### src/rtl/count_delta_streamer.sv
// rtl/count_delta_streamer.sv - snapshots two 64-bit counts and streams their deltas as 17-byte frames
module count_delta_streamer (
  input  logic        clk,
  input  logic        reset,
  input  logic [63:0] count0,
  input  logic [63:0] count1,
  input  logic        sample,
  input  logic        out_ready,
  output logic        out_valid,
  output logic [7:0]  out_data,
  output logic        out_last,
  output logic        busy
);

  typedef enum logic [1:0] {IDLE, HEADER, DATA} state_t;

  state_t      state;
  logic [63:0] prev0, prev1;
  logic [63:0] delta0, delta1;
  logic [3:0]  seq;
  logic        ovr;
  logic [3:0]  idx;
  logic [7:0]  hdr;
  logic [63:0] cur_word;

  always_ff @(posedge clk or posedge reset) begin
    if (reset) begin
      state  <= IDLE;
      prev0  <= '0;
      prev1  <= '0;
      delta0 <= '0;
      delta1 <= '0;
      seq    <= '0;
      ovr    <= 1'b0;
      idx    <= '0;
      hdr    <= '0;
    end else begin
      case (state)
        IDLE: begin
          if (sample) begin
            // Modulo-2^64 subtraction yields the forward distance across counter wrap.
            delta0 <= count0 - prev0;
            delta1 <= count1 - prev1;
            prev0  <= count0;
            prev1  <= count1;
            hdr    <= {ovr, 3'b000, seq};
            ovr    <= 1'b0;
            seq    <= seq + 4'd1;
            state  <= HEADER;
          end
        end
        HEADER: begin
          if (sample) ovr <= 1'b1;
          if (out_ready) begin
            idx   <= '0;
            state <= DATA;
          end
        end
        DATA: begin
          // A request on the final-byte edge is still a drop: the FSM is not IDLE yet.
          if (sample) ovr <= 1'b1;
          if (out_ready) begin
            if (idx == 4'd15) state <= IDLE;
            else              idx   <= idx + 4'd1;
          end
        end
        default: state <= IDLE;
      endcase
    end
  end

  assign cur_word  = idx[3] ? delta1 : delta0;
  assign out_valid = (state != IDLE);
  assign busy      = (state != IDLE);
  assign out_last  = (state == DATA) && (idx == 4'd15);

  always_comb begin
    out_data = 8'h00;
    case (state)
      HEADER:  out_data = hdr;
      DATA:    out_data = cur_word[{idx[2:0], 3'b000} +: 8];
      default: out_data = 8'h00;
    endcase
  end

endmodule

### config.mk
export PLATFORM = sky130hd
export DESIGN_NAME = count_delta_streamer
export DESIGN_NICKNAME = d
export VERILOG_FILES = /design/src/rtl/count_delta_streamer.sv
export SDC_FILE = /design/constraint.sdc
export NUM_CORES = 1
export LEC_CHECK = 0
export ABC_AREA = 1
export BUFFER_PORTS_ARGS = -buffer_cell sky130_fd_sc_hd__buf_4
export CAP_MARGIN = 20
export CORE_ASPECT_RATIO = 0.7
export CORE_UTILIZATION = 50
export DETAILED_ROUTE_END_ITERATION = 6
export PLACE_DENSITY = 0.73
export SLEW_MARGIN = 5
export SYNTH_ARGS = -nofsm -noshare
export SYNTH_HDL_FRONTEND = slang
export SYNTH_SLANG_ARGS = --single-unit
### constraint.sdc
create_clock -name clk -period 22.9 [get_ports clk]
set_clock_uncertainty 0.15 [all_clocks]
set_input_delay 3.435 -clock clk [delete_from_list [all_inputs] [get_ports clk]]
set_output_delay 3.435 -clock clk [all_outputs]
set_load 0.02 [all_outputs]
==> impl_metrics.toml <==
[outcome]
status = "complete, no violations"

[clock_network]
cts.path.max_buffers = 3
clkLatencyLatePin_ns = 0.59
root_buffer = "clkbuf_16"
hold_buffers = 0
cts_sinks = 272
cts_tree = "yes"
clk_pin_slew_ns = 0.07
numCtsBuffers = 30
htreeDepth = 1
cts-resized-gates = 0
post_cts_buffers = 0

[timing]
setup_violations = 0
fmax_mhz = 137
worstMarginPinSlew_ns = 1.01
slew_headroom_pct = 32.4
hold_viol = 0
rsz0062_at_grt = "no"
setup_tns_ns = 0
drv_slew = 0
fin_crit_ns = 7.30
min_period_over_period_pct = 31.9

[yosys]
syn_nets = 4132
avgSynthCellArea_um2 = 5.95
ys_warn_count = 0
seq_area_frac_synth_pct = 29.6
syn_inst = 3866
synth_cell_types = 38
synth_area_um2 = 23000
ys_seq_elements = 272

[detailed_routing]
dr.first_iter.drc_count = 2564
vias = 23000
ant_nets = 0
avgViaCountPerCell = 5.02
dr.pass1.iters = 7
drc = 0
wirelength_um = 67700
wire_per_inst_um = 14.8

[placed_design]
port_buffers = 142
gp_congestion = 1.02
dp_hpwl_um = 54300
dp.cells = 4535

[setup_path]
crit_path_cell_trace = "inv_2, o21ai_0, o22ai_1, o21ai_0, a21oi_1, nand2_1, o21ai_0, buf_4"
cp.required_ns = 19.32
cp_common_cell = "o21ai_0"
rr_worst_depth = 6
crit_path_start_kind = "flip-flop"
crit_arrival_ns = 3.71
crit_fanout = 71
crit_buf_inv = 2
slowest_delay_ns = 1.02
slowest_stage = "dfrtp_2"
end_kind = "output pin"
critical-path-top-delay-family = "flip-flops"
cp.depth = 8
worst-setup-path-type = "reg2out"

[power]
combPwrFrac_pct = 62.8
power.share.clock_pct = 14.2
switching_share_pct = 51.6
ir_drop_uv = 75.2
power.density_nw_per_um2 = 141
netSwitchingPower_w = 0.00186
pwr-share-seq_pct = 23.0
power_leakage_nw = 15.0
intPower_w = 0.00175

[flow_run]
cap_violations = 0

[floorplanning]
io_pins = 143
fp.dieH_um = 181
core_um2 = 45200
die_w_um = 258
rows = 65
initial_core_util_pct = 50.9
die_area_um2 = 46900

[layout]
nNetsFinal = 4230
drive_above_1_share_pct = 6.35
area_delta_synth_final_pct = 11.2
num_antenna_cells = 0
final_cells = 4590
fill_cells = 4668

[global_routing]
antenna_found_initial = 0
grt_pass1_wl_um = 108000
grt.total_usage_pct = 28.9
grt_pass1_vias = 20300
grt_max_degree = 163
gr-total-overflow = 0

[worst_hold_path]
holdPathStages = 1
min_path_type = "reg2reg"
## logic make-up (layout without fill, tap and decap cells)
| family | Yosys count | count (layout) | synth area share (%) |
|---|---|---|---|
| AOI/OAI and AO/OA | 434 | 434 | 9.83 |
| xor gates and xnor gates | 60 | 60 | 2.28 |
| adders and majority gates | 134 | 134 | 7.35 |
| buffers and inverters | 890 | 1011 | 14.7 |
| DFF | 272 | 272 | 29.6 |
| and+or+nand+nor | 2076 | 2076 | 36.2 |
## cell type report
cell class	instances	area, um^2	share of cell area, %
clock buffers	35	811	3.17
clock inverters	20	225	0.881
inverters	807	3040	11.9
multi-input cells	2704	12800	50.1
flip-flops and latches	272	6810	26.6
well taps	603	754	2.95
repair buffers	149	1120	4.37
## metrics by stage
stage                     instance area (um^2)  hold slack (ns)  util [%]  worst slack [ns]  power (W)
final                                    25600            0.330      56.6             15.60    0.00360
after detailed placement                 24500            0.314      54.3             16.40    0.00303
after global routing                     25600            0.339      56.6             15.32    0.00394
after floorplan                          23000            0.292         -             11.82    0.00241
after CTS                                25600            0.323      56.6             15.77    0.00357
after global placement                   24500            0.306      54.3             16.44    0.00301
## flip-flops by register name, indices dropped and copies added (netlist names)
register and flops:
idx 4, delta1 64, delta0 64, ovr 1, prev1 64, hdr 5
state 2, seq 4, prev0 64
## power by group through the flow
stage / Sequential [W] / Clock, W / Combinational [W]
after floorplan: 0.000786 / 0 / 0.00163
after global placement: 0.000830 / 0 / 0.00218
after detailed placement: 0.000833 / 0 / 0.00220
after CTS: 0.000828 / 0.000520 / 0.00222
after global routing: 0.000853 / 0.000540 / 0.00255
final: 0.000830 / 0.000510 / 0.00226
## synthesized netlist by cell type, drive strengths merged
library cell | count | share of area [%]
nand2 | 1540 | 25
inv | 807 | 13
nor2 | 294 | 4.8
o21ai | 291 | 6.3
dfrtp | 272 | 30
nand3 | 168 | 3.8
ha | 132 | 7.2
a21oi | 104 | 2.3
xnor2 | 53 | 2.0
clkbuf | 43 | 0.70
buf | 40 | 0.86
nor3 | 27 | 0.82
nand4 | 19 | 0.52
nand3b | 16 | 0.52
o22ai | 13 | 0.35
o211ai | 9 | 0.29
o221ai | 7 | 0.27
xor2 | 7 | 0.27
nor4 | 5 | 0.14
a31oi | 4 | 0.11
o21bai | 4 | 0.15
and2 | 3 | 0.082
or2 | 3 | 0.082
fa | 2 | 0.17
a21boi | 1 | 0.033
a21o | 1 | 0.033
and3 | 1 | 0.027
## metal layers
| metal | up-vias | share of wire (%) | global-route usage (%) |
|---|---|---|---|
| li1 | 11900 | - | - |
| met1 | 10300 | 50 | 45.6 |
| met2 | 813 | 38 | 39.3 |
| met3 | 54 | 11 | 8.04 |
| met4 | 0 | 1.2 | 3.57 |
| met5 | - | 0 | 0 |
## final timing paths
check / end / start / slack [ns]
min in group asynchronous: prev1[60] / reset / 2.90
hold reg to reg: seq[3] / seq[3] / 0.33
max in group asynchronous: delta1[0] / reset / 18.10
setup reg to reg: prev1[16] / state[0] / 19.86
hold / removal: seq[3] / seq[3] / 0.33
setup / recovery: out_data[1] / idx[3] / 15.60
## cell usage in the layout, fill, tap and decap left out, types with 5 or more instances in the layout
cell and count:
a21oi_1 104, buf_4 149, clkbuf_16 31, clkinv_2 8
dfrtp_1 271, ha_1 132, inv_1 803, nand2_1 1517
nand2_2 22, nand3_1 161, nand3_2 7, nand3b_1 16
nand4_1 19, nor2_1 290, nor3_1 19, nor3_2 6
nor4_1 5, o211ai_1 9, o21ai_0 258, o21ai_1 33
o221ai_1 7, o22ai_1 13, xnor2_1 53, xor2_1 7
Note: power is estimated with default switching activity, not from simulation.
